`config.mk`:
```
export PLATFORM = sky130hd
export DESIGN_NAME = apb_event_conditioner
export DESIGN_NICKNAME = d
export VERILOG_FILES = /design/src/rtl/apb_event_conditioner.sv
export SDC_FILE = /design/constraint.sdc
export NUM_CORES = 1
export LEC_CHECK = 0
export CAP_MARGIN = 20
export CORE_UTILIZATION = 50
export DETAILED_ROUTE_END_ITERATION = 7
export GPL_ROUTABILITY_DRIVEN = 0
export PLACE_DENSITY_LB_ADDON = 0.2
export SLEW_MARGIN = 20
export SYNTH_ARGS = -nofsm -noshare
export SYNTH_HDL_FRONTEND = slang
export SYNTH_SLANG_ARGS = --single-unit
```
`constraint.sdc`:
```
create_clock -name HCLK -period 27.3 [get_ports HCLK]
set_input_delay 5.46 -clock HCLK [delete_from_list [all_inputs] [get_ports HCLK]]
set_output_delay 5.46 -clock HCLK [all_outputs]
set_load 0.01 [all_outputs]
```
`src/rtl/apb_event_conditioner.sv`:
```
// Conditions asynchronous peripheral lines into clean pulses or levels for the event unit.
// Per line: synchronizer, glitch filter, edge/level select; configured over APB.
module apb_event_conditioner #(
    parameter int APB_ADDR_WIDTH = 12,
    parameter int NUM_LINES      = 32,
    parameter int SYNC_STAGES    = 2,
    parameter int FILT_WIDTH     = 4
) (
    input  logic                      HCLK,
    input  logic                      HRESET,
    input  logic [APB_ADDR_WIDTH-1:0] PADDR,
    input  logic [31:0]               PWDATA,
    input  logic                      PWRITE,
    input  logic                      PSEL,
    input  logic                      PENABLE,
    output logic [31:0]               PRDATA,
    output logic                      PREADY,
    output logic                      PSLVERR,
    input  logic [NUM_LINES-1:0]      event_async_i,
    output logic [NUM_LINES-1:0]      event_o
);

    logic [2*NUM_LINES-1:0] mode_q;
    logic [FILT_WIDTH-1:0]  thr_q;
    logic [NUM_LINES-1:0]   sync_q [SYNC_STAGES];
    logic [NUM_LINES-1:0]   raw_s;
    logic [NUM_LINES-1:0]   filt;
    logic [NUM_LINES-1:0]   filt_q;
    logic [FILT_WIDTH-1:0]  cnt [NUM_LINES];

    logic [1:0]  reg_sel;
    logic        addr_err;
    logic        wr_en;
    logic [63:0] mode_ext;
    logic [63:0] mode_wr;
    logic        unused_addr_bits;

    assign reg_sel          = PADDR[3:2];
    assign addr_err         = |PADDR[APB_ADDR_WIDTH-1:4];
    assign wr_en            = PSEL & PENABLE & PWRITE & ~addr_err;
    assign unused_addr_bits = ^PADDR[1:0];

    assign PREADY  = 1'b1;
    assign PSLVERR = PSEL & PENABLE & addr_err & ~HRESET;

    // Both MODE registers viewed as one 64-bit space; fields of absent lines stay 0.
    always_comb begin
        mode_ext = '0;
        mode_ext[2*NUM_LINES-1:0] = mode_q;
        mode_wr = mode_ext;
        if (reg_sel == 2'd0) mode_wr[31:0]  = PWDATA;
        if (reg_sel == 2'd1) mode_wr[63:32] = PWDATA;
    end

    always_comb begin
        PRDATA = '0;
        if (PSEL && !addr_err) begin
            case (reg_sel)
                2'd0: PRDATA = mode_ext[31:0];
                2'd1: PRDATA = mode_ext[63:32];
                2'd2: PRDATA[FILT_WIDTH-1:0] = thr_q;
                default: PRDATA[NUM_LINES-1:0] = filt;
            endcase
        end
    end

    always_ff @(posedge HCLK or posedge HRESET) begin
        if (HRESET) begin
            mode_q <= '0;
            thr_q  <= '0;
        end else if (wr_en) begin
            if (reg_sel == 2'd0 || reg_sel == 2'd1) mode_q <= mode_wr[2*NUM_LINES-1:0];
            if (reg_sel == 2'd2) thr_q <= PWDATA[FILT_WIDTH-1:0];
        end
    end

    assign raw_s = sync_q[SYNC_STAGES-1];

    always_ff @(posedge HCLK or posedge HRESET) begin
        if (HRESET) begin
            for (int s = 0; s < SYNC_STAGES; s++) sync_q[s] <= '0;
        end else begin
            sync_q[0] <= event_async_i;
            for (int s = 1; s < SYNC_STAGES; s++) sync_q[s] <= sync_q[s-1];
        end
    end

    // Compare uses >= so a threshold lowered mid-count commits on the next edge.
    always_ff @(posedge HCLK or posedge HRESET) begin
        if (HRESET) begin
            filt   <= '0;
            filt_q <= '0;
            for (int i = 0; i < NUM_LINES; i++) cnt[i] <= '0;
        end else begin
            filt_q <= filt;
            for (int i = 0; i < NUM_LINES; i++) begin
                if (raw_s[i] == filt[i]) begin
                    cnt[i] <= '0;
                end else if (cnt[i] >= thr_q) begin
                    filt[i] <= raw_s[i];
                    cnt[i]  <= '0;
                end else begin
                    cnt[i] <= cnt[i] + 1'b1;
                end
            end
        end
    end

    always_ff @(posedge HCLK or posedge HRESET) begin
        if (HRESET) begin
            event_o <= '0;
        end else begin
            for (int i = 0; i < NUM_LINES; i++) begin
                case (mode_q[2*i +: 2])
                    2'b01:   event_o[i] <= filt[i] & ~filt_q[i];
                    2'b10:   event_o[i] <= ~filt[i] & filt_q[i];
                    2'b11:   event_o[i] <= filt[i];
                    default: event_o[i] <= 1'b0;
                endcase
            end
        end
    end

endmodule

```
## After elaboration in Yosys (flattened, before gate mapping)

Index checks and enable logic that the tools add are counted.

- Bits in read-only memories: 0
- Bits in writable memories: 0
- Logic and storage cells: 571
- Register bits: 356
- Latch bits: 0
- Memories kept: 0
- Output and inout bits: 66
- Input port bits: 81

- Shift-type cells: 0
- Magnitude comparators: 32
- Bitwise logic cells: 167
- Divide/modulo/power cells: 0
- Multiplexer cells: 99
- Equal/unequal tests: 130
- $mul: 0
- Reductions and logical operators: 40
- Add/sub/neg operators: 32

Operator list:

| operator | count |
|---|---|
| 4-bit 2-to-1 mux | 64 |
| 2-bit == test (second input constant) | 65 |
| 4-bit by 1-bit adder with 4-bit output (second input constant) | 32 |
| 4-bit greater-or-equal comparator | 32 |
| 1-bit inverter | 98 |
| 1-bit case mux with 3 select lines | 32 |
| 28-bit case mux with 3 select lines | 1 |
| 1-bit AND | 69 |
| 2-bit by 1-bit == test with 1-bit output (second input constant) | 33 |
| 2-bit AND reduction | 33 |
| 1-bit == test | 32 |
| 32-bit 2-to-1 mux | 1 |
| 4-bit case mux with 3 select lines | 1 |
| 8-bit OR reduction | 1 |
| 3-bit AND reduction | 2 |
| 2-bit logical NOT | 1 |
| 1-bit logical AND | 1 |
| 1-bit logical NOT | 1 |
| 1-bit logical OR | 1 |

## Logic depth before layout (Yosys ltp)

Gate-level depths: netlist (run 1).

- Depth in word-level cells: 4
- Mapped depth: 6
- Gate-level depth less buffers: 6

## Least setup slack after synthesis (run 1)

Ideal clock, no wire load.

- Path kind: input to output
- Start: input PADDR[3]
- End: output PRDATA[20]
- Arrival: 6.668 ns
- Buffers on the path: 3
- Cell stages on the path: 6
- Slack: 15.172 ns
- Required time: 21.840 ns
- Cell sequence: clkbuf_1 > nor2_1 > buf_2 > clkbuf_1 > a22oi_1 > nor2_1

- Word-level cells in the longest chain between the ends: 3
- Elaborated cells on any way between the ends: 5
- Those cells by class: eq/ne: 2; mux: 2; reduce/logical: 1

RTL lines:

| what | RTL line | text |
|---|---|---|
| start, declared | 11 | `input logic [APB_ADDR_WIDTH-1:0] PADDR,` |
| 2-bit == test (tied with other cells) | 58 | `case (reg_sel)` |
| 28-bit case mux with 3 select lines * | 58 |  |
| 32-bit 2-to-1 mux * | 57 | `if (PSEL && !addr_err) begin` |
| end, declared | 16 | `output logic [31:0] PRDATA,` |

Mark *: on every way between the ends. The rest lies on a longest branch, timed or not.

## Worst setup path after layout (run 1)

- Start: input PADDR[9]
- End: output PRDATA[31]

- Word-level cells in the longest chain between the ends: 4

RTL lines:

| what | RTL line | text |
|---|---|---|
| 8-bit OR reduction | 39 | `assign addr_err = \|PADDR[APB_ADDR_WIDTH-1:4];` |
| 1-bit logical NOT | 57 |  |
| 1-bit logical AND | 57 |  |
| 32-bit 2-to-1 mux | 57 |  |

Every way passes these cells.

==> metrics.txt, run 1 <==
clock skew 11.1 ps; core area 32,700 um^2; pwr dens 56.1 nW/um^2; DR vias 10,599; Final Slew Violations 0; # Max-Cap Violations 0; most used cell, CP clkdlybuf4s50_1; Antenna Nets Post-Route 0; Syn-to-layout area delta 19.3%; CTS Root Cell clkbuf_16; share of cells above drive strength 1 0.136; Site Rows 66; commonest cells after routing, fill and taps aside dfrtp_1, nor2_1, ha_1; Rel. slew slack 0.251; setup TNS 0 ps; CTS clock-pin slew for the worst setup and hold paths 50 ps; die area 34,200 um^2; CP Capture Type primary output; non-filler instance count after layout 2,033; largest net degree at the start of global routing 89; clk buf depth 3; IO Pins 147; post-cts resize count 0; Avg Cell Area, Syn 12.1 um^2; DRT Wirelength 34,300 um; worst-margin pin slew 1120 ps; RSZ-0062 raised after global routing false; DP HPWL 22,800 um; WP buf/inv 3; Overflow after GRT 0; Die Wd 185 um; fin crit share 0.498; ordered cell list for the critical path clkdlybuf4s50_1 > nor4_2 > and2_1 > nand2_1 > buf_4 > nor2_1 > clkdlybuf4s50_1; required time of the critical path 21,840 ps; vias per cell 5.21; Setup Buffers After CTS 0; total number of yosys warnings 0; Clock Sink Count 356; initial drt markers 525; Crit path arrival time 8130 ps; CP max FO 15; vias in the first global route 10,806; Initial Utilization 0.512; initial antenna violation count 0; number of synthesized register bits 356; Final setup viols 0; die height 185 um; Main synth FF type dfrtp_1; CP top delay family buffers and inverters; Hold Vio Cnt, Final 0; Synthesized Nets 1,628; Mapped Cells 1,387; Post-synth ARST share 1.00; GRT Overall Usage 0.211; minimum clock period 13,590 ps; most common cell after layout, fill and taps aside dfrtp_1; DR pass1 iterations 5; multi-input logic area 7430 um^2; Skew-Pair Late Insertion Delay 510 ps; category of the most critical setup path input pin to primary output; Leak Pwr 8.88 nW; Total Power 1.12 mW; CTS H-tree depth 2; placed cells 1,962; first-pass GRT wire length 56,500 um; Fillers 2,654; synthesized area 16,700 um^2; Seq/Total Area, Yosys 0.532; Post-CTS Hold Fix Bufs 0; CTS tree built; HP Class flip-flop to flip-flop; FF+latch area 8910 um^2; # diodes 0; peak supply drop 0.0433 mV; Nets 1,803; post-synthesis cell type count 34; # DRC 0; CP Launch Type input pin; Port-buffer cells 143; slowest CP cell clkdlybuf4s50_1; result of the run finished clean; Max Freq 0.0736 GHz; DR WL/cell 16.9 um; Critical Path Max Stage Delay 550 ps; CTS Buf Count 40; number of flops mapped to enable cells by yosys 0
[power breakdown]
part | internal, mW | switching (mW) | total, mW
clock network | 0.317 | 0.209 | 0.526
logic | 0.0209 | 0.0229 | 0.0439
registers | 0.538 | 0.0105 | 0.549
[stage by stage]
stage                      util  hold slack (ps)  area [um^2]  setup WS, ps
final                     0.610              345        20000         13710
after global placement    0.571              335        18700         13760
after detailed placement  0.571              335        18700         13690
after CTS                 0.610              348        20000         13690
after global routing      0.610              353        20000         13510
after floorplan               -              331        16700         11960
[final cells by class]
type                            instances  area share
Tap cell                              442      0.0277
Sequential cell                       356       0.446
Multi-Input combinational cell        941       0.372
Clock inverter                         16     0.00652
Inverter                               69      0.0134
Timing Repair Buffer                  154      0.0753
Clock buffer                           55      0.0585
[layer usage]
metal  up-vias  wire (um)  GRT usage
met5         -          0          0
met4         0        629     0.0526
met3        47       1130     0.0277
met2       160      16400      0.350
met1      5226      16200      0.294
li1       5166          -          -
[synth_stat cells, types with 24 or more instances]
| master | n | share of area |
|---|---|---|
| nand2_1 | 27 | 0.0061 |
| xnor2_1 | 32 | 0.017 |
| a2111oi_0 | 32 | 0.017 |
| nor2_1 | 222 | 0.050 |
| inv_1 | 69 | 0.015 |
| o21a_1 | 32 | 0.014 |
| xor2_1 | 64 | 0.033 |
| a22oi_1 | 28 | 0.013 |
| nand3_1 | 63 | 0.019 |
| dfrtp_1 | 356 | 0.53 |
| nand2b_1 | 63 | 0.024 |
| o31ai_1 | 24 | 0.011 |
| mux2_2 | 96 | 0.065 |
| mux2_4 | 30 | 0.027 |
| o21ai_0 | 40 | 0.012 |
| ha_1 | 160 | 0.12 |
[path summary, 6_finish.rpt]
| kind | start | end | slack [ps] | cells past startpoint |
|---|---|---|---|---|
| setup / recovery | PADDR[9] | PRDATA[31] | 13710 | 7 |
| hold / removal | sync_q[50]$_DFF_PP0_ | raw_s[18]$_DFF_PP0_ | 350 | 0 |
| setup reg to reg | thr_q[0]$_DFFE_PP0P_ | cnt[71]$_DFF_PP0_ | 24800 | 6 |
| hold reg to reg | sync_q[50]$_DFF_PP0_ | raw_s[18]$_DFF_PP0_ | 350 | 0 |
| max in group asynchronous | HRESET | filt_q[23]$_DFF_PP0_ | 19830 | 4 |
| min in group asynchronous | HRESET | filt_q[1]$_DFF_PP0_ | 5460 | 2 |
[registers in the layout, summed over array words and instances, names as in the netlist]
| register | flops |
|---|---|
| event_o | 32 |
| filt | 32 |
| raw_s | 32 |
| mode_ext | 64 |
| filt_q | 32 |
| sync_q | 32 |
| thr_q | 4 |
| cnt | 128 |
[cells by family after synthesis]
| logic type | share of synthesized area |
|---|---|
| DFF | 0.532 |
| xor gates and xnor gates | 0.0502 |
| and+or+nand+nor | 0.109 |
| buffers and inverters | 0.0236 |
| muxes | 0.0976 |
| AOI/OAI and AO/OA | 0.0672 |
| other | 0.000224 |
| adders and majority gates | 0.120 |
[worst register-to-register path, delay by kind of cell (launching register included)]
| family | cells | cell delay (ps) |
|---|---|---|
| AO/OA/AOI/OAI | 2 | 930 |
| buffers and inverters | 1 | 490 |
| AND/OR/NAND/NOR | 2 | 300 |
| adder cells (fa/ha/maj) | 1 | 370 |
| flip-flops | 1 | 350 |
Power figures use the tool's default switching activity.
==> run 2, diff against run 1 <==
clock period = 12.4 ns   (was 27.3 ns; I/O delays follow)
==> metrics.txt, run 2 (synthesis gave the netlist of run 1 again) <==
result of the run finished clean (unchanged); Skew-Pair Late Insertion Delay 530 ps (was 510 ps); Hold Vio Cnt, Final 0 (unchanged); CTS tree built (unchanged); Setup Buffers After CTS 0 (unchanged); Post-CTS Hold Fix Bufs 0 (unchanged); Overflow after GRT 0 (unchanged); DR pass1 iterations 6 (was 5); share of cells above drive strength 1 0.132 (was 0.136); commonest cells after routing, fill and taps aside dfrtp_1, nor2_1, ha_1 (unchanged); worst-margin pin slew 1130 ps (was 1120 ps); Hold Path Depth 0 (unchanged); routing usage on met3 0.0328 (was 0.0277); sequential share of power 0.493 (was 0.490); CTS H-tree depth 2 (unchanged); # DRC 0 (unchanged); die area 34,200 um^2 (unchanged); Design Area, Final 20,000 um^2 (about the same); RSZ-0062 raised after global routing false (unchanged); Worst R2R Setup Slack 9880 ps (was 24,800 ps); Top reg by flops cnt (unchanged); hold endpoint raw_s[1]$_DFF_PP0_ (was raw_s[18]$_DFF_PP0_); Reg2Reg Depth 6 (unchanged); required time of the critical path 9920 ps (was 21,840 ps); CP max FO 15 (unchanged); FF+latch area 8910 um^2 (unchanged); GRT Overall Usage 0.211 (about the same); Fillers 2,647 (was 2,654); Max Freq 0.131 GHz; vias in the first global route 10,781 (was 10,806); IO Pins 147 (unchanged); CP Capture Type primary output (unchanged); minimum clock period 7640 ps; Leak Pwr 8.86 nW (was 8.88 nW); post-cts resize count 0 (unchanged); Syn-to-layout area delta 19.3% (about the same); pwr dens 123 nW/um^2 (was 56.1 nW/um^2); Comb power frac 0.040 (was 0.039); Rel. slew slack 0.247 (was 0.251); # Max-Cap Violations 0 (unchanged); Initial Utilization 0.512 (unchanged); # diodes 0 (unchanged); Total Power 2.45 mW (was 1.12 mW); HP Class flip-flop to flip-flop (unchanged); part of the power in the clock network 0.467 (was 0.470); GR peak layer met2 (unchanged); CTS clock-pin slew for the worst setup and hold paths 60 ps (was 50 ps); r2r startpoint thr_q[0]$_DFFE_PP0P_ (unchanged); setup TNS 0 ps (unchanged); Site Rows 66 (unchanged); Die Wd 185 um (unchanged); CTS Root Cell clkbuf_16 (unchanged); Placement Cell Area 18,700 um^2 (about the same); DR WL/cell 16.9 um (about the same); Port-buffer cells 143 (unchanged); most common cell after layout, fill and taps aside dfrtp_1 (unchanged); DR vias 10,684 (was 10,599); Nets 1,801 (was 1,803); Crit path arrival time 5160 ps (was 8130 ps); final design utilization 0.611 (was 0.610); fin crit share 0.616; met1 usage 0.290 (was 0.294); CTS Buf Count 39 (was 40); initial drt markers 518 (was 525); Final Slew Violations 0 (unchanged); CP Launch Type input pin (unchanged); die height 185 um (unchanged); largest net degree at the start of global routing 193 (was 89); max reg flops 128 (unchanged); vias per cell 5.27 (was 5.21); peak supply drop 0.0884 mV (was 0.0433 mV); Clock Sink Count 356 (unchanged); Final setup viols 0 (unchanged); core area 32,700 um^2 (unchanged); multi-input logic area 7430 um^2 (unchanged); DP HPWL 22,400 um (was 22,800 um); reg-to-reg endpoint cnt[62]$_DFF_PP0_ (was cnt[71]$_DFF_PP0_); first-pass GRT wire length 56,000 um (was 56,500 um); clock skew 13.5 ps (was 11.1 ps); Hold Crit Start sync_q[33]$_DFF_PP0_ (was sync_q[50]$_DFF_PP0_); clk buf depth 3 (unchanged); GRT met2 Usage 0.349 (was 0.350); switching share of power 0.216 (was 0.217); DRT Wirelength 34,300 um (about the same); category of the most critical setup path input pin to primary output (unchanged); sw power 528 uW (was 243 uW); Antenna Nets Post-Route 0 (unchanged); Int Power 1.92 mW (was 876 uW); initial antenna violation count 1 (was 0)
[run 2: cell count changes in the layout (fill, tap and decap cells not counted), sizes merged]
cell / delta
clkinv: -8
clkbuf: +4
clkinvlp: +2
bufinv: -1
buf: -1
[run 2: power by group through the flow]
stage	sequential, mW	combinational, mW	clock (mW)
after floorplan	1.22	0.0539	0
after global placement	1.23	0.0972	0
after detailed placement	1.23	0.0984	0
after CTS	1.21	0.0992	1.17
after global routing	1.21	0.109	1.22
final	1.21	0.0975	1.14
[run 2: metrics by stage]
stage / instances / worst slack, ps / hold WS [ps]
after global routing: 2029 / 4510 / 351
final: 2029 / 4760 / 345
after detailed placement: 1960 / 4740 / 335
after global placement: 1960 / 4850 / 334
after floorplan: 1387 / 43.1 / 331
after CTS: 2028 / 4730 / 347
[run 2: critical path, cell delays in order]
cell and delay, ps:
clkdlybuf4s50_1 420, nor4_2 320, and2_1 350, nand2_1 480, buf_4 400, nor2_1 150
clkdlybuf4s50_1 560
[run 2: worst max-delay path by stage]
| stage | from | end | slack [ps] | cells past startpoint |
|---|---|---|---|---|
| floorplan | HRESET | cnt[0]$_DFF_PP0_ | 40 | 1 |
| global placement | PADDR[9] | PRDATA[24] | 4850 | 7 |
| detailed placement | PADDR[9] | PRDATA[31] | 4740 | 7 |
| CTS | PADDR[9] | PRDATA[31] | 4730 | 7 |
| global route | PADDR[5] | PRDATA[16] | 4510 | 7 |
| finish | PADDR[9] | PRDATA[31] | 4760 | 7 |
[run 2: cell type report]
cell class	count	share of cell area
sequential	356	0.446
multi-input combinational	941	0.372
timing repair buffer	153	0.0766
clock buffer	59	0.0603
tap	442	0.0277
inverter	69	0.0133
clock inverter	9	0.00376
[run 2: layer usage]
layer,vias to the layer above,part of all wire
li1,5167,-
met1,5288,0.46
met2,175,0.48
met3,54,0.042
met4,0,0.018
met5,-,0
==> run 3, diff against run 2 <==
clock period = 6.9 ns   (was 12.4 ns; I/O delays follow)
==> metrics.txt, run 3 (synthesis gave the netlist of run 1 again) <==
Total Power 4.36 mW (was 2.45 mW); max reg flops 128 (unchanged); DRT Wirelength 34,500 um (was 34,300 um); commonest cells after routing, fill and taps aside dfrtp_1, nor2_1, ha_1 (unchanged); Skew-Pair Late Insertion Delay 520 ps (was 530 ps); Hold Vio Cnt, Final 0 (unchanged); minimum clock period 5370 ps; CP max FO 15 (unchanged); DP HPWL 23,000 um (was 22,400 um); die height 185 um (unchanged); peak supply drop 0.180 mV (was 0.0884 mV); die area 34,200 um^2 (unchanged); clock skew 13.5 ps (about the same); share of cells above drive strength 1 0.133 (was 0.132); CTS tree built (unchanged); CTS H-tree depth 2 (unchanged); Fillers 2,648 (was 2,647); sequential share of power 0.498 (was 0.493); result of the run finished clean (unchanged); Setup Buffers After CTS 0 (unchanged); CP Launch Type input pin (unchanged); Leak Pwr 8.87 nW (was 8.86 nW); RSZ-0062 raised after global routing false (unchanged); final hold slack 343 ps (was 345 ps); Design Area, Final 20,000 um^2 (about the same); Overflow after GRT 0 (unchanged); CTS Root Cell clkbuf_16 (unchanged); Port-buffer cells 143 (unchanged); required time of the critical path 5520 ps (was 9920 ps); Die Wd 185 um (unchanged); CTS Buf Count 39 (unchanged); worst-margin pin slew 961 ps (was 1130 ps); vias in the first global route 10,928 (was 10,781); IO Pins 147 (unchanged); DR WL/cell 17.0 um (was 16.9 um); most common cell after layout, fill and taps aside dfrtp_1 (unchanged); Comb power frac 0.041 (was 0.040); initial antenna violation count 1 (unchanged); Crit path arrival time 3990 ps (was 5160 ps); initial drt markers 452 (was 518); first-pass GRT wire length 56,700 um (was 56,000 um); pwr dens 219 nW/um^2 (was 123 nW/um^2); post-cts resize count 0 (unchanged); GRT Overall Usage 0.212 (was 0.211); Final setup viols 0 (unchanged); sw power 933 uW (was 528 uW); # Max-Cap Violations 0 (unchanged); switching share of power 0.214 (was 0.216); # DRC 0 (unchanged); Final Slew Violations 0 (unchanged); Clock Sink Count 356 (unchanged); Site Rows 66 (unchanged); HP Class flip-flop to flip-flop (unchanged); DR vias 10,695 (was 10,684); CP Capture Type primary output (unchanged); setup TNS 0 ps (unchanged); Int Power 3.43 mW (was 1.92 mW); # diodes 0 (unchanged); largest net degree at the start of global routing 167 (was 193); Max Freq 0.186 GHz; Worst R2R Setup Slack 4390 ps (was 9880 ps); DR pass1 iterations 4 (was 6); Nets 1,805 (was 1,801); Initial Utilization 0.512 (unchanged); Top reg by flops cnt (unchanged); category of the most critical setup path input pin to primary output (unchanged); Rel. slew slack 0.359 (was 0.247); part of the power in the clock network 0.462 (was 0.467); Antenna Nets Post-Route 0 (unchanged); vias per cell 5.26 (was 5.27); fin crit share 0.778; CTS clock-pin slew for the worst setup and hold paths 60 ps (about the same); Post-CTS Hold Fix Bufs 0 (unchanged); clk buf depth 3 (unchanged); core area 32,700 um^2 (unchanged); Syn-to-layout area delta 19.3% (about the same); Placement Cell Area 18,700 um^2 (about the same)
[run 3: cell count changes in the layout (fill, tap and decap cells not counted)]
cell        change
buf_12          +2
buf_16          -1
clkbuf_1        +2
inv_8           -1
clkbuf_8        -2
clkinvlp_4      -1
buf_4           +3
clkinv_2        +1
[run 3: layout make-up]
| class | count | area [um^2] | area share |
|---|---|---|---|
| clock inverters | 8 | 65.1 | 0.00326 |
| clock buffers | 59 | 1180 | 0.0593 |
| inverters | 69 | 263 | 0.0132 |
| repair buffers | 157 | 1560 | 0.0783 |
| flip-flops and latches | 356 | 8910 | 0.446 |
| multi-input cells | 941 | 7430 | 0.372 |
| well taps | 442 | 553 | 0.0277 |
[run 3: layer usage]
layer	routed length, um	vias up	global-route usage
li1	-	5166	-
met1	16000	5278	0.290
met2	16300	183	0.348
met3	1240	66	0.0301
met4	904	2	0.0664
met5	10	-	0
[run 3: metrics by stage]
stage,utilization,instances,worst slack [ps]
finish,0.611,2032,1530
global route,0.611,2032,1340
CTS,0.610,2031,1520
detailed placement,0.572,1964,1520
global placement,0.572,1964,1550
floorplan,-,1387,750
[run 3: worst paths after layout]
check / cells after the start / end / start
worst max-delay path: 7 / PRDATA[18] / PADDR[5]
worst min-delay path: 0 / raw_s[30]$_DFF_PP0_ / sync_q[62]$_DFF_PP0_
worst max register to register: 6 / cnt[16]$_DFF_PP0_ / thr_q[0]$_DFFE_PP0P_
worst min register to register: 0 / raw_s[30]$_DFF_PP0_ / sync_q[62]$_DFF_PP0_
max in group asynchronous: 4 / filt[22]$_DFFE_PP0P_ / HRESET
min in group asynchronous: 2 / thr_q[1]$_DFFE_PP0P_ / HRESET
[run 3: power by group through the flow]
stage          sequential [mW]  clock (mW)  combinational (mW)
6_report                  2.17        2.02               0.177
5_1_grt                   2.18        2.15               0.198
4_1_cts                   2.17        2.06               0.181
3_5_place_dp              2.21           0               0.179
3_3_place_gp              2.21           0               0.177
2_1_floorplan             2.19           0              0.0971
[run 3: critical path, cell delays in order]
cell	delay, ps
clkdlybuf4s50_1	410
nor4_2	300
and2_1	320
nand2_1	480
buf_4	400
nor2_1	140
clkdlybuf4s50_1	540
